$ cat config.mk
export PLATFORM = sky130hd
export DESIGN_NAME = sbox_inv
export DESIGN_NICKNAME = d
export VERILOG_FILES = /design/src/rtl/sbox_pkg.sv /design/src/rtl/sbox_inv_ram.sv /design/src/rtl/sbox_inv.sv
export SDC_FILE = /design/constraint.sdc
export NUM_CORES = 2
export LEC_CHECK = 0
export CAP_MARGIN = 25
export CORE_ASPECT_RATIO = 0.75
export CORE_MARGIN = 10
export CORE_UTILIZATION = 35
export CTS_CLUSTER_SIZE = 14
export DETAILED_ROUTE_END_ITERATION = 10
export DONT_BUFFER_PORTS = 1
export PLACE_DENSITY = 0.55
export SYNTH_ARGS = -nofsm -noshare
export SYNTH_HDL_FRONTEND = slang
export SYNTH_SLANG_ARGS = --single-unit
$ cat constraint.sdc
create_clock -name clk -period 5 [get_ports clk]
set_input_delay 0.25 -clock clk [delete_from_list [all_inputs] [get_ports clk]]
set_output_delay 0.25 -clock clk [all_outputs]
set_load 0.02 [all_outputs]
$ cat src/rtl/sbox_pkg.sv
// Shared constants and FSM encoding for the inverse S-box builder.
// The ERROR state only exists when SBOX_INV_CHECK_EN is defined.
package sbox_pkg;
   localparam int SBOX_W     = 8;
   localparam int SBOX_DEPTH = 256;

`ifdef SBOX_INV_CHECK_EN
   typedef enum logic [1:0] {IDLE, LOAD, SERVE, ERROR} state_t;
`else
   typedef enum logic [1:0] {IDLE, LOAD, SERVE} state_t;
`endif
endpackage

$ cat src/rtl/sbox_inv_ram.sv
// Inverse table storage: one synchronous write port, one registered read port.
module sbox_inv_ram
   import sbox_pkg::*;
#(
   parameter int DATA_W = SBOX_W,
   parameter int DEPTH  = SBOX_DEPTH,
   parameter int ADDR_W = $clog2(DEPTH)
) (
   input  logic              clk,
   input  logic              we,
   input  logic [ADDR_W-1:0] waddr,
   input  logic [DATA_W-1:0] wdata,
   input  logic              re,
   input  logic [ADDR_W-1:0] raddr,
   output logic [DATA_W-1:0] rdata
);
   logic [DATA_W-1:0] mem [DEPTH];
   logic [DATA_W-1:0] rdata_q;

   // Contents deliberately survive reset; every rebuild rewrites all entries.
   always_ff @(posedge clk) begin
      if (we) mem[waddr] <= wdata;
      if (re) rdata_q <= mem[raddr];
   end

   assign rdata = rdata_q;
endmodule

$ cat src/rtl/sbox_inv.sv
// Builds inv[sbox[i]] = i from a forward S-box, then serves byte lookups.
// Define SBOX_INV_CHECK_EN to add the permutation check and ERROR state.
module sbox_inv
   import sbox_pkg::*;
#(
   parameter int DATA_W = SBOX_W,
   parameter int DEPTH  = SBOX_DEPTH
) (
   input  logic              clk,
   input  logic              rst,
   input  logic              done_sbox,
   output logic [DATA_W-1:0] sbox_raddr,
   input  logic [DATA_W-1:0] sbox_rdata,
   output logic              busy,
   output logic              inv_ready,
   input  logic              in_valid,
   output logic              in_ready,
   input  logic [DATA_W-1:0] in_data,
   output logic              out_valid,
   input  logic              out_ready,
   output logic [DATA_W-1:0] out_data,
   output logic              err
);
   localparam logic [DATA_W-1:0] LAST_ADDR = DATA_W'(DEPTH - 1);

   state_t            state_q, state_d;
   logic [DATA_W-1:0] raddr_q, raddr_d;
   logic [DATA_W-1:0] waddr_q, waddr_d;
   logic              rd_pend_q, rd_pend_d;
   logic              issue_done_q, issue_done_d;
   logic              out_valid_q, out_valid_d;
   logic              err_q, err_d;
   logic              wr_en, last_write, accept;
   logic [DATA_W-1:0] ram_rdata;
`ifdef SBOX_INV_CHECK_EN
   logic [DEPTH-1:0]  seen_q, seen_d;
   logic              dup_hit;

   assign dup_hit = wr_en && seen_q[sbox_rdata];
`endif

   assign wr_en      = (state_q == LOAD) && rd_pend_q;
   assign last_write = wr_en && (waddr_q == LAST_ADDR);
   assign busy       = (state_q == LOAD);
   assign inv_ready  = (state_q == SERVE);
   assign in_ready   = inv_ready && (!out_valid_q || out_ready);
   assign accept     = in_valid && in_ready;

   always_comb begin
      state_d      = state_q;
      raddr_d      = raddr_q;
      waddr_d      = waddr_q;
      rd_pend_d    = 1'b0;
      issue_done_d = issue_done_q;
      out_valid_d  = out_valid_q;
      err_d        = err_q;
`ifdef SBOX_INV_CHECK_EN
      seen_d       = seen_q;
`endif
      case (state_q)
         IDLE: begin
            if (done_sbox) begin
               state_d      = LOAD;
               raddr_d      = '0;
               issue_done_d = 1'b0;
`ifdef SBOX_INV_CHECK_EN
               seen_d       = '0;
`endif
            end
         end
         LOAD: begin
            // Address k is issued in cycle k and written in cycle k+1.
            if (!issue_done_q) begin
               rd_pend_d = 1'b1;
               waddr_d   = raddr_q;
               if (raddr_q == LAST_ADDR) issue_done_d = 1'b1;
               else                      raddr_d      = raddr_q + DATA_W'(1);
            end
            if (last_write) begin
               state_d = SERVE;
               raddr_d = '0;
            end
`ifdef SBOX_INV_CHECK_EN
            if (wr_en) seen_d[sbox_rdata] = 1'b1;
            if (dup_hit) begin
               state_d = ERROR;
               err_d   = 1'b1;
            end
`endif
         end
         SERVE: begin
            if (accept)         out_valid_d = 1'b1;
            else if (out_ready) out_valid_d = 1'b0;
         end
         default: ;
      endcase
   end

   always_ff @(posedge clk or negedge rst) begin
      if (!rst) begin
         state_q      <= IDLE;
         raddr_q      <= '0;
         waddr_q      <= '0;
         rd_pend_q    <= 1'b0;
         issue_done_q <= 1'b0;
         out_valid_q  <= 1'b0;
         err_q        <= 1'b0;
`ifdef SBOX_INV_CHECK_EN
         seen_q       <= '0;
`endif
      end else begin
         state_q      <= state_d;
         raddr_q      <= raddr_d;
         waddr_q      <= waddr_d;
         rd_pend_q    <= rd_pend_d;
         issue_done_q <= issue_done_d;
         out_valid_q  <= out_valid_d;
         err_q        <= err_d;
`ifdef SBOX_INV_CHECK_EN
         seen_q       <= seen_d;
`endif
      end
   end

   sbox_inv_ram #(
      .DATA_W (DATA_W),
      .DEPTH  (DEPTH),
      .ADDR_W (DATA_W)
   ) u_ram (
      .clk   (clk),
      .we    (wr_en),
      .waddr (sbox_rdata),
      .wdata (waddr_q),
      .re    (accept),
      .raddr (in_data),
      .rdata (ram_rdata)
   );

   // The RAM read register has no reset, so gate it while nothing is valid.
   assign out_valid  = out_valid_q;
   assign out_data   = out_valid_q ? ram_rdata : '0;
   assign sbox_raddr = raddr_q;
   assign err        = err_q;
endmodule

Yosys cells after proc, flatten, opt, wreduce, memory -nomap -nowiden --
Memory sizes are Yosys's and may differ from the RTL's. A register that Yosys moved wholly into a read port is not among the register bits. Cells that the tools add are included.
Word-level totals: output and inout bits 21, bits in writable memories 2048, flip-flop bits (word level) 21, memories 1, logic and storage cells 50
Memories:
- u_ram.mem | depth 256, bits a word 8, rd ports 1, clocked after Yosys merged registers in 1, write ports 1, line sbox_inv_ram.sv:17 | logic [DATA_W-1:0] mem [DEPTH];
Operators by class: bitwise operators 1, $add $sub $neg 1, reduce and logical (&&, ||, !) cells 14, eq/ne operators 8, muxes and demuxes 19
Operators by type and width (count):
- $mux W8 | 5
- $eq A8 B8 Y1 const B | 2
- $pmux W8 S2 | 1
- $mux W1 | 9
- $add A8 B1 Y8 const B | 1
- $reduce_and A2 Y1 | 3
- $logic_and A1 B1 Y1 | 4
- $mux W2 | 2
- $pmux W2 S2 | 1
- $reduce_and A4 Y1 | 1
- $reduce_bool A2 Y1 | 2
- $ne A3 B2 Y1 const B | 1
- $ne A3 B3 Y1 const B | 1
- $reduce_and A3 Y1 | 1
- $eq A2 B1 Y1 const B | 1
- $eq A2 B2 Y1 const B | 1
- $logic_not A2 Y1 | 1
- $ne A2 B1 Y1 const B | 1
- $ne A2 B2 Y1 const B | 1
- $pmux W1 S2 | 1
- $logic_not A1 Y1 | 1
- $logic_or A1 B1 Y1 | 1
- $not A1 Y1 | 1

Depth between registers and ports, before layout --
depth in word-level cells 6, gate-level depth with buffers 12, depth with buffers taken out 8

By module --
Synthesis repeated with hierarchy kept, for this count alone.
Second synthesis, totals: cells, all modules 3833, area, all modules 80746.2 um^2
By module, submodules not included:
- sbox_inv_ram | seq. area each 61739.2 um^2, area an instance 79636.4 um^2, times used 1, cells each 3733
- sbox_inv | seq. area each 525.5 um^2, area an instance 1109.8 um^2, times used 1, cells each 100

Worst setup path after synthesis --
No wires, ideal clock.
kind register to register, start point register waddr_q[4], end point register raddr_q[4] (netlist: sbox_raddr[4]), setup slack 90 ps, data required time 4936 ps, library setup time 64 ps, data arrival time 4846 ps, stages on the path, launching flop included 8, path through dfrtp_1 > nand4_1 > nor3_2 > nor2_1 > a211oi_2 > nand2_1 > nor3b_1 > a21o_1
Between the ends: longest elaborated chain between the ends 4
RTL lines:
- start: declaration | line sbox_inv.sv:28 | logic [DATA_W-1:0] waddr_q, waddr_d;
- start signal: assignment | line sbox_inv.sv:114 | waddr_q <= waddr_d;
- $eq A8 B8 Y1 * | line sbox_inv.sv:43 | assign last_write = wr_en && (waddr_q == LAST_ADDR);
- $logic_and A1 B1 Y1 * | line sbox_inv.sv:43
- $ne A3 B3 Y1 (no source line) (tied with other cells)
- $reduce_and A4 Y1 (no source line) or $pmux W8 S2 (tied branches)
- end signal: assignment | line sbox_inv.sv:113 | raddr_q <= raddr_d;
- end: declaration | line sbox_inv.sv:27 | logic [DATA_W-1:0] raddr_q, raddr_d;
Mark *: on every way between the ends. The rest lies on a longest branch, timed or not. A chain may end at the register's enable or synchronous reset.

==> key figures <==
Logic synthesis
  – Synth unique cells: between 60 and 70
  – Main flop type after synthesis: edfxtp_1
  – Syn avg cell area: 20.4 um2
  – Synthesis Warnings: 0
  – Post-Syn Area: a little over 80000 um2
  – EDFF count, synth: around 2100
  – Async SR Flop Fraction: 0.0101
  – Cells after Synth: approximately 4000
  – Synthesized flop and latch total: 2077
  – Syn Nets: around 4000
  – Register area share after synthesis: 0.769

Timing
  – Fmax achieved: approximately 0.24 GHz
  – Final Hold Fails: 0
  – Final Max Slew Viols: 409
  – Fin crit share: 0.845
  – Worst Clk Skew: ~0.063 ns
  – Setup TNS: 0 ns
  – Final min period: between 4 and 5 ns
  – Unrepaired setup endpoints after global routing: false
  – Worst Hold Slack: 0.0603 ns
  – Max_slew headroom: -0.866
  – Worst slew pin tran: 2.80 ns
  – Setup Viol. Count Final: 0

CTS
  – TritonCTS clock tree: done
  – Max Root-Sink Buffers: 4
  – Post-cts sizing count: 0
  – Clock Tree Root: clkbuf_16
  – Hold buffer count at CTS: 14
  – H-tree levels: 4
  – Number of buffers created by CTS: 203
  – Clock sinks: between 2000 and 2500
  – Post CTS Setup Buffer Count: 0
  – CTS clock-pin slew for the worst setup and hold paths: 0.06 ns
  – Clk_lat worst skew: 0.86 ns

Global route
  – Grt ovf: 0
  – First-pass GRT wire length: 303000 um
  – Largest net degree at the start of global routing: 528
  – All-Layer GR Usage: 0.164
  – Vias in the first global route: just under 40000
  – Initial antenna violation count: 5

Hold path
  – Min-Delay Path Class: in -> reg

Status
  – Failing checks: max-slew violations
  – Outcome: finished, violations left

Finish
  – Layout Nets: around 4100
  – Post-Route Utilization: 0.395
  – Layout cell share with drive strength beyond 1: 0.192
  – Most common cell after layout, fill and taps aside: edfxtp_1
  – Multi-input logic area: around 17000 um2
  – Reg area: between 60000 and 70000 um2
  – Finished Layout Cells: 7264
  – Area grow syn2layout: 12.0%
  – Fill cells: 20500
  – Most frequent cells in the layout: edfxtp_1, mux4_2, nor2_1

Routing
  – Vias/cell: 5.53
  – Routed wire length: 214000 um
  – 1st-iter DRT viols: 4997
  – Post-route DRC: 0
  – Post-DR wirelength/cell: just under 30 um
  – Vias post-DR: 40200
  – 1st-pass router iterations: 5
  – Post-route ant nets: 0

Floorplan
  – Die Y: 436 um
  – Initial core utilization: 0.353
  – Top Ports: 42
  – Die area: 251000 um2
  – Die W: 575 um
  – FP Rows: about 150
  – Core area: 229000 um2

Job
  – Max-Cap Viols: 0

Power
  – Final Power: 34.7 mW
  – Static Leak: 27.4 nW
  – PD cells: 383 nW/um2
  – Peak VDD IR: 0.259 mV

Place
  – Post-placement cell count: about 6900
  – IO Port Bufs: 0
  – DP Wirelength: 123000 um
  – Routability cong.: 0.858

Critical path
  – Nature of the critical path endpoint: register
  – CP startpoint kind: input pin
  – Worst path required time: 5.56 ns
  – Setup CP Type: in -> reg
  – Crit-path max FO: ~530
  – CP arrival: 4.78 ns
metrics by stage:
step                      worst slack, ns  cell area (um2)
after floorplan                    0.0899            80900
after global placement               1.52            83900
after detailed placement             1.40            84000
after CTS                            1.38            90500
after global routing                 1.32            90600
final                               0.777            90600
cells by family after synthesis:
kind of cell / share of synthesized area
AOI/OAI and AO/OA: 0.0392
xor gates and xnor gates: 0.000325
adders and majority gates: 0.000155
buffers and inverters: 0.0192
DFF: 0.769
muxes: 0.141
other: 0.0000463
and+or+nand+nor: 0.0309
worst max-delay path, cell delays in order:
cell and delay, ns:
nor2_1 1.66, a22oi_1 0.28, nand3_1 0.17, a31oi_1 0.21, nor4_1 0.79, nor4_1 0.14
registers in the layout, summed over array words and instances, names as in the netlist:
register      flops
u_ram.mem      2048
state_q           2
issue_done_q      1
waddr_q           8
u_ram.rdata       8
sbox_raddr        8
rd_pend_q         1
out_valid         1
final cells by class:
type | instances | area share
inverter | 5 | 0.000207
antenna | 2 | 0.0000552
clock buffer | 257 | 0.0588
timing repair buffer | 99 | 0.0100
multi-input combinational | 1642 | 0.189
clock inverter | 102 | 0.0115
tap | 3080 | 0.0425
sequential | 2077 | 0.687
final timing paths:
check                                    end         start  cells past startpoint  slack, ns
max in group asynchronous         waddr_q[4]           rst                      3       4.34
min in group asynchronous      sbox_raddr[1]           rst                      2       0.22
min                           u_ram.rdata[2]    in_data[6]                      5       0.06
max                           u_ram.rdata[7]    in_data[0]                      6       0.78
max reg2reg                u_ram.mem[241][5]    state_q[1]                      5       1.40
min reg2reg                     issue_done_q  issue_done_q                      2       0.58
synth_stat cells (7+ instances only):
master / count / share of area
nand2_1: 74 / 0.0034
dfrtp_1: 21 / 0.0065
o22ai_1: 43 / 0.0033
edfxtp_1: 2056 / 0.76
a221oi_1: 9 / 0.00097
nor4_1: 19 / 0.0015
mux4_1: 9 / 0.0029
nand3_1: 52 / 0.0032
nor2b_1: 28 / 0.0022
mux2_2: 26 / 0.0036
nand4_1: 7 / 0.00054
nor3_1: 24 / 0.0015
buf_4: 37 / 0.0034
buf_8: 8 / 0.0015
a211oi_1: 17 / 0.0016
o21ai_0: 28 / 0.0017
and2_1: 15 / 0.0012
nor2_1: 302 / 0.014
o221ai_1: 45 / 0.0049
mux4_2: 402 / 0.11
nand2b_1: 10 / 0.00077
a22oi_1: 141 / 0.013
buf_2: 48 / 0.0030
or2_2: 11 / 0.00085
clkbuf_1: 98 / 0.0045
a31oi_1: 16 / 0.0012
mux2i_1: 182 / 0.023
a21oi_1: 96 / 0.0059
buf_6: 35 / 0.0049
power by group:
group	switching, mW	leakage [nW]	internal (mW)	total [mW]
clock network	6.44	3.11	8.59	15.0
registers	0.00819	18.8	18.9	18.9
logic	0.452	5.41	0.345	0.797
layer usage:
metal / vias up / routed length [um] / GRT usage
met5: - / 13 / 0
met4: 2 / 4870 / 0.0375
met3: 279 / 19000 / 0.0436
met2: 1625 / 91200 / 0.232
met1: 21700 / 98700 / 0.252
li1: 16600 / - / -
(Power assumes the default switching activity.)
